<file path="src/rtl/csa_resolve_adder_if.sv">
// Handshake bundle between a carry-save adder tree and its resolve stage.
// The producer/consumer side uses master; the resolve adder uses slave.
interface csa_resolve_adder_if #(
    parameter int unsigned WIDTH = 16
);
    logic             in_valid;
    logic             in_ready;
    logic [WIDTH-1:0] sum_in;
    logic [WIDTH-1:0] carry_in;
    logic             out_valid;
    logic             out_ready;
    logic [WIDTH+1:0] result;

    modport master (
        output in_valid, sum_in, carry_in, out_ready,
        input  in_ready, out_valid, result
    );

    modport slave (
        input  in_valid, sum_in, carry_in, out_ready,
        output in_ready, out_valid, result
    );
endinterface

</file>
<file path="src/rtl/csa_resolve_adder.sv">
// Two-stage carry-propagate adder resolving a redundant (sum, carry) pair into
// result = sum + (carry << 1). Stage 1 adds the low SPLIT bits, stage 2 adds the
// upper bits plus the stage-1 carry-out. Valid/ready flow control, 2 pairs deep.
module csa_resolve_adder #(
    parameter int unsigned WIDTH = 16,
    parameter int unsigned SPLIT = 8
) (
    input  logic                clk,
    input  logic                rst_n,
    csa_resolve_adder_if.slave  bus
);
    localparam int unsigned HW = WIDTH - SPLIT;

    // Pipeline control
    logic w_s2_adv;
    logic w_s1_adv;
    logic w_accept;

    // Stage-1 arithmetic
    logic [SPLIT-1:0] w_carry_lo;
    logic [SPLIT:0]   w_lo;

    // Stage-2 arithmetic
    logic [HW+1:0]    w_hi;

    // Stage registers
    logic             r_s1_valid;
    logic [SPLIT-1:0] r_s1_lo;
    logic             r_s1_c1;
    logic [HW-1:0]    r_s1_sum_hi;
    logic [HW:0]      r_s1_carry_hi;
    logic             r_s2_valid;
    logic [WIDTH+1:0] r_result;

    // A stage may advance when it is empty or its downstream advances; in_ready
    // therefore depends combinationally on out_ready but never on in_valid.
    assign w_s2_adv     = !r_s2_valid || bus.out_ready;
    assign w_s1_adv     = !r_s1_valid || w_s2_adv;
    assign w_accept     = bus.in_valid && w_s1_adv;
    assign bus.in_ready = w_s1_adv;

    // Carry bit i weighs 2^(i+1), so only carry[SPLIT-2:0] lands in the low slice.
    if (SPLIT > 1) begin : gen_carry_lo
        assign w_carry_lo = {bus.carry_in[SPLIT-2:0], 1'b0};
    end else begin : gen_no_carry_lo
        assign w_carry_lo = '0;
    end

    assign w_lo = {1'b0, bus.sum_in[SPLIT-1:0]} + {1'b0, w_carry_lo};

    // Upper slice: sum_hi and carry_hi are aligned at weight 2^SPLIT; the two
    // extra bits hold the full-width carry-out so nothing is truncated.
    assign w_hi = {2'b00, r_s1_sum_hi} + {1'b0, r_s1_carry_hi} + {{(HW + 1){1'b0}}, r_s1_c1};

    // Stage 1: capture low partial sum and the unresolved upper operands on accept.
    always_ff @(posedge clk or negedge rst_n) begin
        if (!rst_n) begin
            r_s1_valid    <= 1'b0;
            r_s1_lo       <= '0;
            r_s1_c1       <= 1'b0;
            r_s1_sum_hi   <= '0;
            r_s1_carry_hi <= '0;
        end else if (w_s1_adv) begin
            r_s1_valid <= bus.in_valid;
            if (bus.in_valid) begin
                r_s1_lo       <= w_lo[SPLIT-1:0];
                r_s1_c1       <= w_lo[SPLIT];
                r_s1_sum_hi   <= bus.sum_in[WIDTH-1:SPLIT];
                r_s1_carry_hi <= bus.carry_in[WIDTH-1:SPLIT-1];
            end
        end
    end

    // Stage 2: finish the upper add; result holds while the consumer stalls.
    always_ff @(posedge clk or negedge rst_n) begin
        if (!rst_n) begin
            r_s2_valid <= 1'b0;
            r_result   <= '0;
        end else if (w_s2_adv) begin
            r_s2_valid <= r_s1_valid;
            if (r_s1_valid) begin
                r_result <= {w_hi, r_s1_lo};
            end
        end
    end

    assign bus.out_valid = r_s2_valid;
    assign bus.result    = r_result;

    logic w_unused;
    assign w_unused = w_accept;
endmodule

</file>
<file path="src/flat_wrapper.sv">
// flat-port wrapper written by rule: the top's interface ports become plain ports
module csa_resolve_adder_flat 
#(
    parameter int unsigned WIDTH = 16,
    parameter int unsigned SPLIT = 8
)
  (clk, rst_n, bus_in_valid, bus_sum_in, bus_carry_in, bus_out_ready, bus_in_ready, bus_out_valid, bus_result);
  csa_resolve_adder_if #(.WIDTH(WIDTH)) bus_i ();
  input  logic clk;
  input  logic rst_n;
  input wire logic [$bits(bus_i.in_valid)-1:0] bus_in_valid;
  input wire logic [$bits(bus_i.sum_in)-1:0] bus_sum_in;
  input wire logic [$bits(bus_i.carry_in)-1:0] bus_carry_in;
  input wire logic [$bits(bus_i.out_ready)-1:0] bus_out_ready;
  output wire logic [$bits(bus_i.in_ready)-1:0] bus_in_ready;
  output wire logic [$bits(bus_i.out_valid)-1:0] bus_out_valid;
  output wire logic [$bits(bus_i.result)-1:0] bus_result;
  assign bus_i.in_valid = bus_in_valid;
  assign bus_i.sum_in = bus_sum_in;
  assign bus_i.carry_in = bus_carry_in;
  assign bus_i.out_ready = bus_out_ready;
  assign bus_in_ready = bus_i.in_ready;
  assign bus_out_valid = bus_i.out_valid;
  assign bus_result = bus_i.result;
  csa_resolve_adder #(.WIDTH(WIDTH), .SPLIT(SPLIT)) u_core (.clk(clk), .rst_n(rst_n), .bus(bus_i));
endmodule
</file>
<file path="config.mk">
export PLATFORM = sky130hd
export DESIGN_NAME = csa_resolve_adder_flat
export DESIGN_NICKNAME = d
export VERILOG_FILES = /design/src/rtl/csa_resolve_adder_if.sv /design/src/rtl/csa_resolve_adder.sv /design/src/flat_wrapper.sv
export SDC_FILE = /design/constraint.sdc
export NUM_CORES = 1
export LEC_CHECK = 0
export ABC_AREA = 1
export BUFFER_PORTS_ARGS = -buffer_cell sky130_fd_sc_hd__clkbuf_2
export CORE_UTILIZATION = 58
export CTS_BUF_LIST = sky130_fd_sc_hd__clkbuf_4 sky130_fd_sc_hd__clkbuf_8 sky130_fd_sc_hd__clkbuf_16
export DETAILED_ROUTE_END_ITERATION = 8
export GPL_ROUTABILITY_DRIVEN = 0
export PLACE_DENSITY = 0.95
export SKIP_LAST_GASP = 1
export SLEW_MARGIN = 5
export SYNTH_ARGS = -nofsm -noshare
export SYNTH_HDL_FRONTEND = slang
export SYNTH_SLANG_ARGS = --single-unit
</file>
<file path="constraint.sdc">
create_clock -name clk -period 4.03 [get_ports clk]
set_input_delay 0.2015 -clock clk [delete_from_list [all_inputs] [get_ports clk]]
set_output_delay 0.2015 -clock clk [all_outputs]
set_load 0.02 [all_outputs]
</file>
== After elaboration in Yosys (flattened, before gate mapping) ==
Index checks and enable logic that the tools add are counted.

* Register bits after elaboration: 46
* Word-level logic and storage cells: 16

* Add/subtract/negate cells: 3
* Reduce and logical (&&, ||, !) cells: 6

{| class="wikitable"
|+ Operators by type and width
! kind !! count
|-
| $add A10 B1 Y10 || 1
|-
| $add A8 B9 Y10 || 1
|-
| $add A8 B8 Y9 || 1
|-
| $reduce_and A2 Y1 || 2
|-
| $logic_not A1 Y1 || 2
|-
| $logic_or A1 B1 Y1 || 2
|}

== Longest topological paths before layout ==
* Depth after elaboration: 4
* Gate-level depth with buffers: 11

== Worst setup path before layout ==
No wires, ideal clock.

* Path kind: reg-to-reg
* Start point: register u_core.r_s1_carry_hi[0]
* End point: register u_core.r_result[14] (netlist: u_core.bus.result[14])
* Data arrival time: 1.671 ns
* Path slack: 2.242 ns
* Buffers on the path: 0
* Cell stages (with the launch flop): 12
* Path through: dfrtp_1 > inv_1 > fa_1 > fa_1 > inv_1 > nand2_1 > nand2_1 > nand3b_1 > nand2_1 > nand2_1 > nand3_1 > nand2_1

* Word-level cells in the longest chain between the ends: 2

{| class="wikitable"
|+ RTL lines
! what !! RTL line !! text
|-
| start, declared || csa_resolve_adder.sv:31 || <nowiki>logic [HW:0] r_s1_carry_hi;</nowiki>
|-
| start signal, assigned || csa_resolve_adder.sv:69 || <nowiki>r_s1_carry_hi <= bus.carry_in[WIDTH-1:SPLIT-1];</nowiki>
|-
| $add A8 B9 Y10 || csa_resolve_adder.sv:53 || <nowiki>assign w_hi = {2'b00, r_s1_sum_hi} + {1'b0, r_s1_carry_hi} + {{(HW + 1){1'b0}}, r_s1_c1};</nowiki>
|-
| $add A10 B1 Y10 || csa_resolve_adder.sv:53 ||
|-
| end signal, assigned || csa_resolve_adder.sv:82 || <nowiki>r_result <= {w_hi, r_s1_lo};</nowiki>
|-
| end, declared || csa_resolve_adder.sv:33 || <nowiki>logic [WIDTH+1:0] r_result;</nowiki>
|}

Every way passes these cells.
A chain may end at the register's enable or synchronous reset.

== Final worst setup path ==
* Start point: register u_core.r_s1_carry_hi[0]
* End point: register u_core.r_result[16] (netlist: u_core.bus.result[16])

Same word-level chain as after synthesis.

==> impl_metrics.toml <==
[placement]
dpl.cell_count = 395
pre_cts_slack_ps = 2058
place_area_um2 = 2756
dp_hpwl_um = 3776
io_buffers = 55

[sta]
tns_ps = 0
maxSlewViolCount = 0
hold_viol = 0
finalCritPeriodShare_pct = 50.51
setup_viol = 0
rsz0062_at_grt = "no"
slew_headroom_pct = 27.64
fin_crit_ps = 2035
setup_ws_ps = 1995
fin_skew_ps = 4.681
holdWs_ps = 87.53
max_freq_ghz = 0.4913
worst_pin_slew_ps = 1085

[clock_network]
cts_made_buffers = 5
numClockSinks = 46
ctsResizeCount = 0
post_cts_buffers = 0
hold_buffers = 0
cts.clk_slew.worst_paths_ps = 80
clkLatencyLatePin_ps = 300
cts_buffer_depth = 2
cts_tree = "built"
h-tree-depth = 2
clock-root-buffer = "clkbuf_8"

[floorplanning]
core_um2 = 4058
die_h_um = 67.32
start_util_pct = 60.99
die_area_um2 = 4532
num_rows = 23
die_w_um = 67.32
floorplan.io_pins = 56

[routing]
vias = 2131
drc = 0
wl_per_cell_um = 12.95
viasPerCell = 5.288
wirelength_um = 5218
drtPass1Iterations = 6
drt_iter0_drc = 185
ant_nets = 0

[final_layout]
postLayoutCoreUtil_pct = 70.27
design_area_um2 = 2851
nNetsFinal = 405
finalNonFillerCells = 403
diodes = 0
drive_gt1_share_pct = 22.10
fill_cells = 297
syn_to_final_growth_pct = 15.22

[pwr]
p_seq_share_pct = 42.7
irDropWorstVdd_mv = 0.3028
p_leak_nw = 1.615
intPower_mw = 0.9226
power_density_nw_per_um2 = 530.5
power_frac_clock_pct = 19.6
p_total_mw = 1.513
combPwrFrac_pct = 37.7
switching_share_pct = 39.00
p_switching_mw = 0.5899

[global_routing]
use_met3_pct = 5.405
grt_max_degree = 47
grtUsageMet2_pct = 42.00
busiest_layer = "met2"
grt_pass1_vias = 1921
globalRouteMet1Util_pct = 32.17
globalRouteTotalUtil_pct = 25.38
grt_pass1_wl_um = 8459
grt_overflow = 0
antenna_found_initial = 0

[critical_path]
critPathKind = "register to register"
crit_family = "adder cells"
start_kind = "register"
path_max_fanout = 3
end_kind = "register"
cp_slowest_cell = "fa_1"
crit_buf_inv = 2
path_cells = "inv_1 -> fa_1 -> fa_1 -> inv_1 -> nand2_1 -> nand2_1 -> nand3_1 -> nand2_1 -> nand2_1 -> nand3_1 -> nand2_1"
arrival_ps = 2230
crit_required_ps = 4220
crit_path_frequent_cell = "nand2_1"
max_stage_delay_ps = 480

[synth]
yosys.cell_types.count = 25
syn_nets = 350
synth.cell_area_um2 = 2475
synth_top_area_share_pct = 46.51
synth.area.top_cells = "dfrtp_1 (47%), nand2_1 (19%), ha_1 (7.1%), inv_1 (4.4%), o21ai_2 (3.2%)"
synth_warnings = 0
yosysSeqAreaShare_pct = 46.51
ys_ff_latch = 46
avgSynthCellArea_um2 = 8.333
yosysTopAreaCell = "dfrtp_1"
netlist_instances = 297

[run_status]
run_status = "finished, final reports clean"

[min_path]
hold_path_class = "input port to async pin"

[job]
cap_violations = 0
[cell usage in the layout (no fill, tap or decap), types with 5 or more instances in the layout]
cell type,n
nand2_1,124
o21ai_2,9
a21oi_1,9
clkbuf_2,55
dfrtp_1,46
nand3b_1,5
inv_1,29
nor2_1,9
ha_1,14
o21ai_0,11
clkbuf_8,6
nand3_1,14
[synth_stat cells (all sizes together)]
cell and n:
a21oi 9, and2 1, buf 7, dfrtp 46, fa 3, ha 14, inv 30, nand2 125
nand3 15, nand3b 5, nand4 1, nor2 9, nor3 1, nor3b 1, o21ai 20, o22ai 2
or2 5, xor2 3
[worst register-to-register path, cell delays in order, from the launching register on]
cell     delay (ps)
dfrtp_1         340
inv_1            80
fa_1            480
fa_1            420
inv_1            70
nand2_1          40
nand2_1         100
nand3_1         120
nand2_1         100
nand2_1          50
nand3_1          70
nand2_1          60
[final timing paths]
kind	cells past startpoint	to	start	slack, ps
min in group clk	3	u_core.r_s1_carry_hi[5]	bus_carry_in[12]	90
min	1	u_core.r_s1_sum_hi[1]	rst_n	90
max	11	u_core.bus.result[16]	u_core.r_s1_carry_hi[0]	1990
max reg2reg	11	u_core.bus.result[16]	u_core.r_s1_carry_hi[0]	1990
max in group asynchronous	1	u_core.r_s1_lo[2]	rst_n	3280
min reg2reg	2	u_core.bus.result[0]	u_core.bus.result[0]	480
[state kept, by name (all words and copies together) (netlist names)]
| signal | flops |
|---|---|
| u_core.r_s1_lo | 8 |
| u_core.bus.out_valid | 1 |
| u_core.r_s1_carry_hi | 9 |
| u_core.r_s1_valid | 1 |
| u_core.bus.result | 18 |
| u_core.r_s1_c1 | 1 |
| u_core.r_s1_sum_hi | 8 |
[power groups by stage]
| stage | Sequential [mW] | Combinational (mW) | Clock [mW] |
|---|---|---|---|
| after floorplan | 0.738 | 0.301 | 0 |
| after global placement | 0.648 | 0.538 | 0 |
| after detailed placement | 0.652 | 0.563 | 0 |
| after CTS | 0.645 | 0.570 | 0.297 |
| after global routing | 0.657 | 0.638 | 0.317 |
| final | 0.646 | 0.571 | 0.296 |
[layout make-up]
type                       instances  area [um^2]  share of cell area (%)
sequential                        46         1151                   40.37
inverter                          30        117.6                   4.125
timing repair buffer              55        275.3                   9.653
clock buffer                       7        90.09                   3.159
tap                               50        62.56                   2.194
multi-input combinational        214         1150                   40.32
clock inverter                     1        5.005                  0.1755
[logic make-up (layout without fill, tap and decap cells)]
| kind of cell | after synthesis | after routing | synth area share, % |
|---|---|---|---|
| xor gates and xnor gates | 3 | 3 | 1.062 |
| adders and majority gates | 17 | 17 | 9.505 |
| AOI/OAI and AO/OA | 31 | 31 | 8.240 |
| and+or+nand+nor | 163 | 163 | 27.65 |
| DFF | 46 | 46 | 46.51 |
| buffers and inverters | 37 | 93 | 7.027 |
[per-layer routing]
| metal | share of wire, % | vias up |
|---|---|---|
| li1 | - | 1040 |
| met1 | 43 | 969 |
| met2 | 48 | 110 |
| met3 | 6.6 | 12 |
| met4 | 2.2 | 0 |
| met5 | 0 | - |
No activity file was read; power rests on OpenSTA's default activity.
